--- src/rtl/gshare_pkg.sv ---
// Shared types for the gshare training path: the update record and the scheduler FSM states.
package gshare_pkg;

   localparam int N = 7;

   typedef struct packed {
      logic         taken;
      logic         mispredicted;
      logic [N-1:0] history;
      logic [N-1:0] pc;
   } train_req_t;

   typedef enum logic [1:0] {RUN, DRAIN, DONE} train_sched_state_t;

endpackage

--- src/rtl/gshare_train_fifo.sv ---
// Circular buffer of training updates: up to two writes (older first) and one read per cycle.
module gshare_train_fifo
   import gshare_pkg::*;
#(
   parameter int DEPTH = 4
) (
   input  logic                         clk,
   input  logic                         areset,
   input  logic                         wr0_en_i,
   input  train_req_t                   wr0_data_i,
   input  logic                         wr1_en_i,
   input  train_req_t                   wr1_data_i,
   input  logic                         rd_en_i,
   output train_req_t                   head_o,
   output logic [$clog2(DEPTH+1)-1:0]   count_o
);

   localparam int PW = $clog2(DEPTH);
   localparam int CW = $clog2(DEPTH+1);

   train_req_t    mem_q [DEPTH];
   logic [PW-1:0] wptr_q;
   logic [PW-1:0] rptr_q;
   logic [CW-1:0] count_q;
   logic [PW-1:0] wptr_inc;

   assign wptr_inc = wptr_q + PW'(1);

   // A lone port-1 write takes the slot port 0 would have used.
   always_ff @(posedge clk) begin
      if (wr0_en_i)
         mem_q[wptr_q] <= wr0_data_i;
      if (wr1_en_i)
         mem_q[wr0_en_i ? wptr_inc : wptr_q] <= wr1_data_i;
   end

   always_ff @(posedge clk or posedge areset) begin
      if (areset) begin
         wptr_q  <= '0;
         rptr_q  <= '0;
         count_q <= '0;
      end else begin
         wptr_q  <= wptr_q + PW'(wr0_en_i) + PW'(wr1_en_i);
         rptr_q  <= rptr_q + PW'(rd_en_i);
         count_q <= count_q + CW'(wr0_en_i) + CW'(wr1_en_i) - CW'(rd_en_i);
      end
   end

   assign head_o  = mem_q[rptr_q];
   assign count_o = count_q;

endmodule

--- src/rtl/gshare_train_scheduler.sv ---
// Funnels two-per-cycle branch resolutions into the single gshare train port, with flush/drain.
// Optional statistics counters are built when GSHARE_TRAIN_STATS_EN is defined.
module gshare_train_scheduler
   import gshare_pkg::*;
#(
   parameter int DEPTH = 4
) (
   input  logic         clk,
   input  logic         areset,
   input  logic         in0_valid,
   output logic         in0_ready,
   input  logic         in0_taken,
   input  logic         in0_mispredicted,
   input  logic [N-1:0] in0_history,
   input  logic [N-1:0] in0_pc,
   input  logic         in1_valid,
   output logic         in1_ready,
   input  logic         in1_taken,
   input  logic         in1_mispredicted,
   input  logic [N-1:0] in1_history,
   input  logic [N-1:0] in1_pc,
   input  logic         train_stall,
   output logic         train_valid,
   output logic         train_taken,
   output logic         train_mispredicted,
   output logic [N-1:0] train_history,
   output logic [N-1:0] train_pc,
   input  logic         flush_req,
   output logic         flush_done,
   output logic         busy
`ifdef GSHARE_TRAIN_STATS_EN
   ,
   output logic [15:0]  stat_updates,
   output logic [15:0]  stat_mispredicts
`endif
);

   localparam int CW = $clog2(DEPTH+1);

   train_sched_state_t state_q;
   train_req_t         in0_req, in1_req, head, out_q;
   logic [CW-1:0]      count;
   logic               out_valid_q, flush_done_q;
   logic               run, enq0, enq1, adv, deq, drain_done;

   assign in0_req = {in0_taken, in0_mispredicted, in0_history, in0_pc};
   assign in1_req = {in1_taken, in1_mispredicted, in1_history, in1_pc};

   // Ready depends only on registered state, never on the valids.
   assign run       = (state_q == RUN);
   assign in0_ready = run && (count <= CW'(DEPTH-1));
   assign in1_ready = run && (count <= CW'(DEPTH-2));
   assign enq0      = in0_valid && in0_ready;
   assign enq1      = in1_valid && in1_ready;

   assign adv        = !out_valid_q || !train_stall;
   assign deq        = adv && (count != '0);
   assign drain_done = adv && (count == '0);

   gshare_train_fifo #(.DEPTH(DEPTH)) u_fifo (
      .clk        (clk),
      .areset     (areset),
      .wr0_en_i   (enq0),
      .wr0_data_i (in0_req),
      .wr1_en_i   (enq1),
      .wr1_data_i (in1_req),
      .rd_en_i    (deq),
      .head_o     (head),
      .count_o    (count)
   );

   always_ff @(posedge clk or posedge areset) begin
      if (areset) begin
         out_q       <= '0;
         out_valid_q <= 1'b0;
      end else if (adv) begin
         out_valid_q <= deq;
         if (deq)
            out_q <= head;
      end
   end

   always_ff @(posedge clk or posedge areset) begin
      if (areset) begin
         state_q      <= RUN;
         flush_done_q <= 1'b0;
      end else begin
         flush_done_q <= 1'b0;
         case (state_q)
            RUN:     if (flush_req) state_q <= DRAIN;
            DRAIN:   if (drain_done) begin
                        state_q      <= DONE;
                        flush_done_q <= 1'b1;
                     end
            DONE:    state_q <= RUN;
            default: state_q <= RUN;
         endcase
      end
   end

   assign train_valid        = out_valid_q;
   assign train_taken        = out_q.taken;
   assign train_mispredicted = out_q.mispredicted;
   assign train_history      = out_q.history;
   assign train_pc           = out_q.pc;
   assign flush_done         = flush_done_q;
   assign busy               = (count != '0) || out_valid_q;

`ifdef GSHARE_TRAIN_STATS_EN
   logic [15:0] stat_updates_q, stat_mispredicts_q;

   always_ff @(posedge clk or posedge areset) begin
      if (areset) begin
         stat_updates_q     <= '0;
         stat_mispredicts_q <= '0;
      end else if (out_valid_q && !train_stall) begin
         if (stat_updates_q != 16'hFFFF)
            stat_updates_q <= stat_updates_q + 16'd1;
         if (out_q.mispredicted && (stat_mispredicts_q != 16'hFFFF))
            stat_mispredicts_q <= stat_mispredicts_q + 16'd1;
      end
   end

   assign stat_updates     = stat_updates_q;
   assign stat_mispredicts = stat_mispredicts_q;
`endif

endmodule

--- config.mk ---
export PLATFORM = sky130hd
export DESIGN_NAME = gshare_train_scheduler
export DESIGN_NICKNAME = d
export VERILOG_FILES = /design/src/rtl/gshare_pkg.sv /design/src/rtl/gshare_train_fifo.sv /design/src/rtl/gshare_train_scheduler.sv
export SDC_FILE = /design/constraint.sdc
export NUM_CORES = 1
export LEC_CHECK = 0
export CAP_MARGIN = 40
export CORE_MARGIN = 4
export CORE_UTILIZATION = 65
export DETAILED_ROUTE_END_ITERATION = 8
export DONT_BUFFER_PORTS = 1
export GPL_ROUTABILITY_DRIVEN = 0
export PLACE_DENSITY = 0.81
export SETUP_SLACK_MARGIN = 0.02
export SYNTH_ARGS = -nofsm -noshare
export SYNTH_HDL_FRONTEND = slang
export SYNTH_HIERARCHICAL = 1
export SYNTH_SLANG_ARGS = --single-unit
--- constraint.sdc ---
create_clock -name clk -period 7.8 [get_ports clk]
set_input_delay 0.39 -clock clk [delete_from_list [all_inputs] [get_ports clk]]
set_output_delay 0.39 -clock clk [all_outputs]
set_load 0.02 [all_outputs]
==> reports/qor.yml <==
clock_network:
  cts_root_buffer: "clkbuf_8"
  numCtsBuffers: 9
  clk_pin_slew_ns: 0.08
  clkSinkCount: 91
  cts_buffer_depth: 2
  cts_tree: "yes"
  clock_latency_ns: 0.35
  h-tree-depth: 3
power:
  vdd.ir_drop.worst_uv: 125
  powerDensity_nw_per_um2: 314
  p_leak_uw: 0.00173
synth:
  yosysSeqAreaShare_pct: 57.4
  avgSynthCellArea_sq_um: 18.0
  netlist_instances: 251
  synth_cell_type_count: 34
  async_flop_share_pct: 29.7
  synth_top_area_share_pct: 42.5
  synthMostInstantiatedCell: "edfxtp_1"
  synth_enable_flop_cells: 64
  synth_warnings: 6
  yosys.area.top_type: "edfxtp_1"
  ys_seq_elements: 91
  synth_flop_cell: "edfxtp_1"
  synth_area_sq_um: 4530
  synthTopCellsByCount: "64 x edfxtp_1, 56 x mux2_2, 27 x dfrtp_1"
  synth_nets: 298
  synth_area_leaders: "edfxtp_1 42%, dfrtp_1 15%, mux2_2 14%"
worst_setup_path:
  worst_setup_path_end_kind: "register"
  r2r_cells: 6
  required_ns: 7.78
  path_max_fanout: 17
  crit_start: "u_fifo/count_o[2]$_DFF_PP0_"
  r2r_slack_ns: 3.70
  start_kind: "register"
  critPathArrivalTime_ns: 4.08
  r2r_start: "u_fifo/count_o[2]$_DFF_PP0_"
  reg2reg_to: "u_fifo/mem_q[3][6]$_DFFE_PP_"
  endpoint: "u_fifo/mem_q[3][6]$_DFFE_PP_"
  worstSetupPathType: "register to register"
die:
  rows: 30
  die-width_um: 91.4
  core_sq_um: 6790
  initial_core_util_pct: 66.6
  die-area_sq_um: 8360
  die_h_um: 91.4
  num_io_pins: 59
sta:
  period_share_pct: 52.6
  worst_slew_pin_slew_ns: 0.845
  finClkSkew_ns: 0.0134
  rsz0062_at_grt: "no"
  slew_headroom_pct: 43.7
  setup_viol: 0
  slew_viol_final: 0
  hold_viol: 0
  fmaxAchievable_mhz: 244
  period_needed_ns: 4.10
  setup_ws_ns: 3.70
  setup_tns_ns: 0
cells_and_area:
  fin_area_sq_um: 4790
  fin_cells: 355
  synthToLayoutAreaGrowth_pct: 5.75
  drive_gt1_share_pct: 45.6
  diodes: 0
  nNetsFinal: 301
drt:
  dr.pass1.iters: 4
  drt_iter0_markers: 69
  wl_um: 8090
  post_drt_via_cell_ratio: 5.92
  drt_drc_violations_left: 0
  vias: 2101
  wl_per_cell_um: 22.8
  drtAntennaViolNets: 0
grt:
  grt_pass1_vias: 2424
  grt_overflow: 0
  grt_util_all_layers_pct: 20.7
  grt_max_degree: 19
  grt_pass1_wl_um: 13000
  grt_antenna_before_repair: 0
placement:
  dp_cells: 338
  dpl.hpwl_um: 5440
  place_area_sq_um: 4580
  io_buffers: 0
  dp_slack_ns: 3.71
hold_path:
  hold_class: "input pin to register"
  hp-start: "flush_req"
run_status:
  status: "complete, no violations"
job:
  cap_violations: 0
==> power by group <==
| group | leakage [uW] | total (uW) | switching (uW) | internal, uW |
|---|---|---|---|---|
| clock | 0.0000925 | 313 | 164 | 149 |
| combinational | 0.000741 | 410 | 164 | 246 |
| sequential | 0.000892 | 782 | 161 | 621 |
| total | 0.00173 | 1500 | 489 | 1020 |
==> how the worst min path moves through the flow <==
stage	to	slack (ns)	cells past startpoint
floorplan	u_fifo/count_o[0]$_DFF_PP0_	0.19	1
global placement	u_fifo/rptr_q[1]$_DFF_PP0_	0.23	1
detailed placement	u_fifo/rptr_q[1]$_DFF_PP0_	0.23	1
CTS	state_q[0]$_DFFE_PP0P_	0.21	2
global route	state_q[0]$_DFFE_PP0P_	0.21	2
finish	state_q[0]$_DFFE_PP0P_	0.23	2
==> sequential cells by signal (all words and copies together), names as in the netlist <==
| register | count |
|---|---|
| state_q | 2 |
| u_fifo/rptr_q | 2 |
| train_pc | 7 |
| train_mispredicted | 1 |
| train_history | 7 |
| u_fifo/wptr_q | 2 |
| train_valid | 1 |
| u_fifo/mem_q | 64 |
| flush_done | 1 |
| u_fifo/count_o | 3 |
| train_taken | 1 |
==> critical path: stages (launching register included) <==
cell      delay (ns)
dfrtp_1         0.43
nor3_1          0.69
a21boi_0        0.69
and2_1          0.48
nand2_1         0.23
o22ai_4         0.57
a21o_1          0.64
==> metrics by stage <==
step / power (uW) / hold WS [ns] / utilization (%)
3_3_place_gp: 1170 / 0.229 / 66.8
3_5_place_dp: 1210 / 0.233 / 67.4
2_1_floorplan: 1110 / 0.193 / -
4_1_cts: 1520 / 0.211 / 70.4
6_report: 1500 / 0.225 / 70.4
5_1_grt: 1580 / 0.212 / 70.4
==> cells by family (layout without fill, tap and decap cells) <==
| logic type | after synthesis | in the layout | synth area share [%] |
|---|---|---|---|
| flip-flops | 91 | 91 | 57.4 |
| AO/OA/AOI/OAI | 9 | 9 | 2.88 |
| XOR/XNOR | 4 | 4 | 0.774 |
| buffers and inverters | 21 | 29 | 3.21 |
| AND/OR/NAND/NOR | 21 | 21 | 3.40 |
| multiplexers | 96 | 96 | 29.4 |
| adder cells (fa/ha/maj) | 9 | 9 | 2.99 |
==> layout make-up <==
| type | count | area [sq um] |
|---|---|---|
| Sequential cell | 91 | 2600 |
| Clock buffer | 10 | 128 |
| Inverter | 10 | 37.5 |
| Tap cell | 96 | 120 |
| Fill cell | 426 | 2010 |
| Multi-Input combinational cell | 139 | 1780 |
| Timing Repair Buffer | 3 | 52.6 |
| Clock inverter | 6 | 67.6 |
==> cells in the final DEF, fill, tap and decap left out, drive strengths merged, types with 2 or more instances in the layout <==
| cell | count |
|---|---|
| dfrtp | 27 |
| edfxtp | 64 |
| nor3b | 2 |
| clkinvlp | 2 |
| nand2 | 8 |
| a31oi | 2 |
| mux4 | 16 |
| mux2 | 80 |
| buf | 2 |
| nor3 | 2 |
| and2 | 2 |
| clkbuf | 10 |
| nand2b | 2 |
| a21o | 2 |
| inv | 10 |
| fa | 3 |
| ha | 6 |
| xnor2 | 3 |
| nor2 | 2 |
| clkinv | 3 |
| o22ai | 2 |
==> routing by layer <==
metal	up-vias	global-route usage (%)	part of all wire (%)
li1	969	-	-
met1	1077	25.5	42
met2	45	35.0	52
met3	10	6.13	5.7
met4	0	6.91	1.1
met5	-	0	0
==> repair_timing <==
| action | CTS | global route |
|---|---|---|
| resized for setup | 0 | 0 |
| hold endpoints to repair | 15 | 0 |
| setup buffers | 0 | 0 |
| hold buffers | 1 | 0 |
(Power assumes the default switching activity.)
